**config.mk**
```make
export PLATFORM = sky130hd
export DESIGN_NAME = hazard_stall_ctrl
export DESIGN_NICKNAME = d
export VERILOG_FILES = /design/src/rtl/hazard_stall_ctrl.sv
export SDC_FILE = /design/constraint.sdc
export NUM_CORES = 1
export LEC_CHECK = 0
export BUFFER_PORTS_ARGS = -buffer_cell sky130_fd_sc_hd__buf_2
export CAP_MARGIN = 25
export CORE_UTILIZATION = 50
export CTS_CLUSTER_DIAMETER = 40
export CTS_CLUSTER_SIZE = 16
export DETAILED_ROUTE_END_ITERATION = 7
export PLACE_DENSITY_LB_ADDON = 0.08
export SKIP_CTS_REPAIR_TIMING = 1
export SYNTH_ARGS = -nofsm -noshare
export SYNTH_HDL_FRONTEND = slang
export SYNTH_SLANG_ARGS = --single-unit
```
**constraint.sdc**
```tcl
create_clock -name clk -period 2.2 [get_ports clk]
set_clock_uncertainty 0.2 [all_clocks]
set_input_delay 0.22 -clock clk [delete_from_list [all_inputs] [get_ports clk]]
set_output_delay 0.22 -clock clk [all_outputs]
set_load 0.02 [all_outputs]
```
**src/rtl/hazard_stall_ctrl.sv**
```systemverilog
`default_nettype none
// ============================================================================
// Module   : hazard_stall_ctrl
// Brief    : Load-use / branch / MDU / memory-wait sequencing for the 5-stage core
// Revision : 1.0 - initial release
// ============================================================================
module hazard_stall_ctrl #(
  parameter int MUL_LATENCY = 4,
  parameter int DIV_LATENCY = 32,
  parameter int MAX_WAIT    = 64
) (
  input  logic       clk,
  input  logic       rst_n,
  input  logic [4:0] i_id_rs,
  input  logic [4:0] i_id_rt,
  input  logic       i_id_uses_rt,
  input  logic       i_ex_mem_read,
  input  logic [4:0] i_ex_rt_dst,
  input  logic       i_id_is_mdu,
  input  logic       i_id_mdu_div,
  input  logic       i_id_reads_hilo,
  input  logic       i_ex_branch_taken,
  input  logic       i_mem_req,
  input  logic       i_mem_ready,
  output logic       o_pc_we,
  output logic       o_ifid_we,
  output logic       o_idex_we,
  output logic       o_exmem_we,
  output logic       o_ifid_flush,
  output logic       o_idex_bubble,
  output logic       o_memwb_bubble,
  output logic       o_mdu_start,
  output logic       o_mdu_busy,
  output logic       o_mdu_done,
  output logic       o_mem_timeout,
  output logic [1:0] o_state
);

  localparam int c_MAX_LAT = (DIV_LATENCY > MUL_LATENCY) ? DIV_LATENCY : MUL_LATENCY;
  localparam int c_CNT_W   = $clog2(c_MAX_LAT + 1);
  localparam int c_WAIT_W  = $clog2(MAX_WAIT + 1);

  localparam logic [1:0] c_RUN      = 2'b00;
  localparam logic [1:0] c_MEM_WAIT = 2'b01;
  localparam logic [1:0] c_HALT     = 2'b10;

  localparam logic [c_CNT_W-1:0]  c_MUL_CNT   = c_CNT_W'(MUL_LATENCY);
  localparam logic [c_CNT_W-1:0]  c_DIV_CNT   = c_CNT_W'(DIV_LATENCY);
  localparam logic [c_WAIT_W-1:0] c_WAIT_LAST = c_WAIT_W'(MAX_WAIT - 1);

  logic [1:0]          r_state;
  logic [1:0]          w_state_nxt;
  logic [c_WAIT_W-1:0] r_wait;
  logic [c_WAIT_W-1:0] w_wait_nxt;
  logic                r_timeout;
  logic                w_timeout_nxt;
  logic [c_CNT_W-1:0]  r_mdu_cnt;

  logic w_freeze;
  logic w_load_use;
  logic w_mdu_busy;
  logic w_mdu_stall;
  logic w_mdu_start;

  assign w_freeze = ((r_state == c_RUN) && i_mem_req && !i_mem_ready) ||
                    ((r_state == c_MEM_WAIT) && !i_mem_ready) ||
                    (r_state == c_HALT);

  assign w_load_use = i_ex_mem_read && (i_ex_rt_dst != 5'd0) &&
                      ((i_ex_rt_dst == i_id_rs) || (i_id_uses_rt && (i_ex_rt_dst == i_id_rt)));

  assign w_mdu_busy  = (r_mdu_cnt != '0);
  assign w_mdu_stall = w_mdu_busy && (i_id_reads_hilo || i_id_is_mdu);
  assign w_mdu_start = i_id_is_mdu && !w_mdu_busy && !w_freeze &&
                       !i_ex_branch_taken && !w_load_use;

  always_ff @(posedge clk or negedge rst_n) begin
    if (!rst_n) begin
      r_state   <= c_RUN;
      r_wait    <= '0;
      r_timeout <= 1'b0;
    end else begin
      r_state   <= w_state_nxt;
      r_wait    <= w_wait_nxt;
      r_timeout <= w_timeout_nxt;
    end
  end

  // wait_cnt counts consecutive frozen cycles; the last allowed one trips HALT
  always_comb begin
    w_state_nxt   = r_state;
    w_wait_nxt    = r_wait;
    w_timeout_nxt = r_timeout;
    case (r_state)
      c_RUN: begin
        if (i_mem_req && !i_mem_ready) begin
          w_state_nxt = c_MEM_WAIT;
          w_wait_nxt  = c_WAIT_W'(1);
        end
      end
      c_MEM_WAIT: begin
        if (i_mem_ready) begin
          w_state_nxt = c_RUN;
          w_wait_nxt  = '0;
        end else if (r_wait == c_WAIT_LAST) begin
          w_state_nxt   = c_HALT;
          w_timeout_nxt = 1'b1;
        end else begin
          w_wait_nxt = r_wait + c_WAIT_W'(1);
        end
      end
      c_HALT: begin
        w_state_nxt = c_HALT;
      end
      default: begin
        w_state_nxt = c_RUN;
        w_wait_nxt  = '0;
      end
    endcase
  end

  // The MDU keeps counting through freezes; it is independent of the pipeline
  always_ff @(posedge clk or negedge rst_n) begin
    if (!rst_n) begin
      r_mdu_cnt <= '0;
    end else if (w_mdu_start) begin
      r_mdu_cnt <= i_id_mdu_div ? c_DIV_CNT : c_MUL_CNT;
    end else if (w_mdu_busy) begin
      r_mdu_cnt <= r_mdu_cnt - c_CNT_W'(1);
    end
  end

  always_comb begin
    o_pc_we        = 1'b0;
    o_ifid_we      = 1'b0;
    o_idex_we      = 1'b0;
    o_exmem_we     = 1'b0;
    o_ifid_flush   = 1'b1;
    o_idex_bubble  = 1'b1;
    o_memwb_bubble = 1'b1;
    o_mdu_start    = 1'b0;
    o_mdu_busy     = 1'b0;
    o_mdu_done     = 1'b0;
    o_mem_timeout  = r_timeout;
    o_state        = 2'b00;
    if (rst_n) begin
      o_state        = r_state;
      o_mdu_busy     = w_mdu_busy;
      o_mdu_done     = (r_mdu_cnt == c_CNT_W'(1));
      o_mdu_start    = w_mdu_start;
      o_memwb_bubble = w_freeze;
      o_idex_we      = !w_freeze;
      o_exmem_we     = !w_freeze;
      o_ifid_flush   = 1'b0;
      o_idex_bubble  = 1'b0;
      if (!w_freeze) begin
        if (i_ex_branch_taken) begin
          o_pc_we       = 1'b1;
          o_ifid_we     = 1'b1;
          o_ifid_flush  = 1'b1;
          o_idex_bubble = 1'b1;
        end else if (w_load_use || w_mdu_stall) begin
          o_idex_bubble = 1'b1;
        end else begin
          o_pc_we   = 1'b1;
          o_ifid_we = 1'b1;
        end
      end
    end
  end

endmodule
`default_nettype wire

```
==> metrics.md <==
| Metric | Value |
|---|---|
| Final wirelength | `2990 um` |
| Peak VDD IR | `0.519 mV` |
| CTS tree | `built` |
| Root Buffer | `clkbuf_4` |
| Iter 0 DRT Violations | `24` |
| Final WS setup | `-0.177 ns` |
| Final core occ | `0.720` |
| Leakage power | `0.724 nW` |
| Synth warn | `0` |
| Max Cap Viol | `0` |
| First-pass GRT wire length | `4410 um` |
| RSZ-0062 raised after global routing | `yes` |
| Outcome | `finished with violations` |
| Cell Rows | `17` |
| Maximum fanout along the worst path | `6` |
| Maximum operating frequency | `around 420 MHz` |
| Path type of the worst setup path | `reg -> out` |
| Vias in the first global route | `1,003` |
| Register area share after synthesis | `0.344` |
| DRC | `0` |
| Actual slew at the worst max-slew pin | `0.491 ns` |
| Pin count of the biggest net entering global routing | `16` |
| DR pass1 iterations | `4` |
| Crit. End Element | `output pin` |
| Netlist cell types | `45` |
| Total CTS buffers | `3` |
| Failing checks | `negative setup slack` |
| Synth cell count leaders | `dfrtp_1, nand2_1, nor2_1, xnor2_1` |
| Via count | `1,186` |
| Tcrit/Tclk final | `1.08` |
| Async set-reset flop share out of synthesis | `1.00` |
| Clk buf depth | `2` |
| Starting Density | `0.531` |
| H-Tree Depth | `1` |
| Data required, critical path | `between 1.5 and 2 ns` |
| Clock sink count | `16` |
| Syn Area/Cell | `8.81 um2` |
| Top FF cell, synth | `dfrtp_1` |
| Area of the mapped netlist | `1160 um2` |
| Routed len/inst | `14.1 um` |
| Top-count cell post-synth | `dfrtp_1` |
| Clock-pin slew of the registers on the worst-case setup and hold paths | `about 0.090 ns` |
| Die area | `between 2000 and 3000 um2` |
| Gate Count Post-Synth | `roughly 130` |
| Core area | `approximately 2200 um2` |
| DR vias/cell | `approximately 5.6` |
| Nets | `~210` |
| Synth area leaders | `dfrtp_1, xnor2_1, ha_1, xor2_1, nand2_1` |
| Cells along the critical path | `inv_2 > ha_4 > nor3b_4 > and4b_1 > nand2_2 > a211oi_2 > buf_4` |
| Proportion of layout cells with a drive suffix above 1 | `0.386` |
| Max Slew Vio Count | `0` |
| #FFs+latches synth | `16` |
| Final ANT Viol Nets | `0` |
| Width of the die | `50.2 um` |
| Yosys top cell area share | `0.344` |
| Height of the die | `~50 um` |
| Pwr dens | `between 800 and 900 nW/um2` |
| Worst path max stage delay | `0.42 ns` |
| Startpoint Class | `flop` |
| ANT cells | `0` |
| Max-slew headroom | `0.672` |
| Synth-to-layout area growth | `35.6%` |
| GRT overflow | `0` |
| Syn_nets | `around 160` |
| Post-DP HPWL | `2160 um` |
| Post-route minimum period | `~2.4 ns` |
| Worst path arrival time | `slightly below 2 ns` |
| Cell at the slowest stage of the critical path | `dfrtp_1` |
| Fin. Hold Viols | `0` |
| Initial antenna violation count | `0` |
| Place WS | `0.0452 ns` |
| Post-synth EDFFs | `0` |
| Hold Path Class | `in -> reg` |
| Final RePlAce weighted congestion | `roughly 0.82` |
| Total power | `1.41 mW` |
| I/O Pins | `38` |
| Dominant cell type by area after synthesis | `dfrtp_1` |
| Setup violators final | `4` |
| PortBufs | `37` |
| Global Route Usage Sum | `0.236` |
| Worst Hold Slack | `0.101 ns` |
| TNS Setup | `-0.528 ns` |
| Latest clock arrival within the worst-skew pair | `between 0.2 and 0.3 ns` |
==> cell type report <==
cell class                 instances  area (um2)
clock buffer                       4        36.3
fill                             172         614
inverter                           5        18.8
multi-input combinational        106         761
sequential                        16         402
tap                               28        35.0
timing repair buffer              53         324
==> cells by family (layout without fill, tap and decap cells) <==
logic type | count (synthesis) | after routing | synth area share
buffers and inverters | 10 | 62 | 0.0387
XOR/XNOR | 16 | 16 | 0.121
AO/OA/AOI/OAI | 38 | 38 | 0.229
AND/OR/NAND/NOR | 47 | 47 | 0.215
adder cells (fa/ha/maj) | 4 | 4 | 0.0431
multiplexers | 1 | 1 | 0.00861
flip-flops | 16 | 16 | 0.344
==> per-stage QoR <==
stage / cells / cell area (um2)
3_5_place_dp: 199 / 1420
4_1_cts: 203 / 1460
6_report: 212 / 1580
3_3_place_gp: 199 / 1420
2_1_floorplan: 132 / 1170
5_1_grt: 212 / 1580
==> power breakdown <==
| group | leakage [nW] | internal (mW) | switching (mW) |
|---|---|---|---|
| combinational | 0.496 | 0.357 | 0.366 |
| clock | 0.0210 | 0.101 | 0.0959 |
| sequential | 0.207 | 0.379 | 0.108 |
| total | 0.724 | 0.836 | 0.570 |
==> sequential cells by signal (all words and copies together), names as in the netlist <==
register / count
o_mem_timeout: 1
r_mdu_cnt: 6
r_state: 2
r_wait: 7
==> critical path, delay by kind of cell, from the launching register on <==
family / cells / cell delay, ns
DFF: 1 / 0.42
adders and majority gates: 1 / 0.12
and+or+nand+nor: 3 / 0.70
AOI/OAI and AO/OA: 1 / 0.15
buffers and inverters: 2 / 0.27
==> path summary, 6_finish.rpt <==
kind | slack [ns] | cells after the start | startpoint | to
max | -0.18 | 7 | r_mdu_cnt[0] | o_mdu_start
min | 0.10 | 3 | i_mem_ready | r_state[0]
max reg2reg | 0.11 | 7 | r_mdu_cnt[0] | r_mdu_cnt[2]
min reg2reg | 0.28 | 1 | o_mem_timeout | o_mem_timeout
max in group asynchronous | 1.21 | 3 | rst_n | r_state[0]
min in group asynchronous | 0.16 | 2 | rst_n | r_mdu_cnt[1]
==> cells in the final DEF (no fill, tap or decap), types with 3 or more instances in the layout <==
master | netlist | layout
o21a_1 | 3 | 3
xor2_1 | 5 | 5
o21ai_0 | 6 | 6
nand2_1 | 11 | 10
dfrtp_1 | 16 | 15
nor2_1 | 11 | 10
nand3_1 | 5 | 5
buf_4 | 2 | 17
buf_2 | 0 | 33
clkbuf_4 | 0 | 3
xnor2_1 | 11 | 11
inv_1 | 5 | 3
ha_1 | 4 | 3
a21oi_1 | 6 | 5
nor3_1 | 3 | 3
==> per-layer routing <==
metal / vias up / part of all wire / GRT usage
met2: 40 / 0.51 / 0.373
met4: 0 / 0.0064 / 0.0810
met1: 554 / 0.44 / 0.311
met3: 4 / 0.043 / 0.0606
li1: 588 / - / -
met5: - / 0 / 0
(Power assumes the default switching activity.)
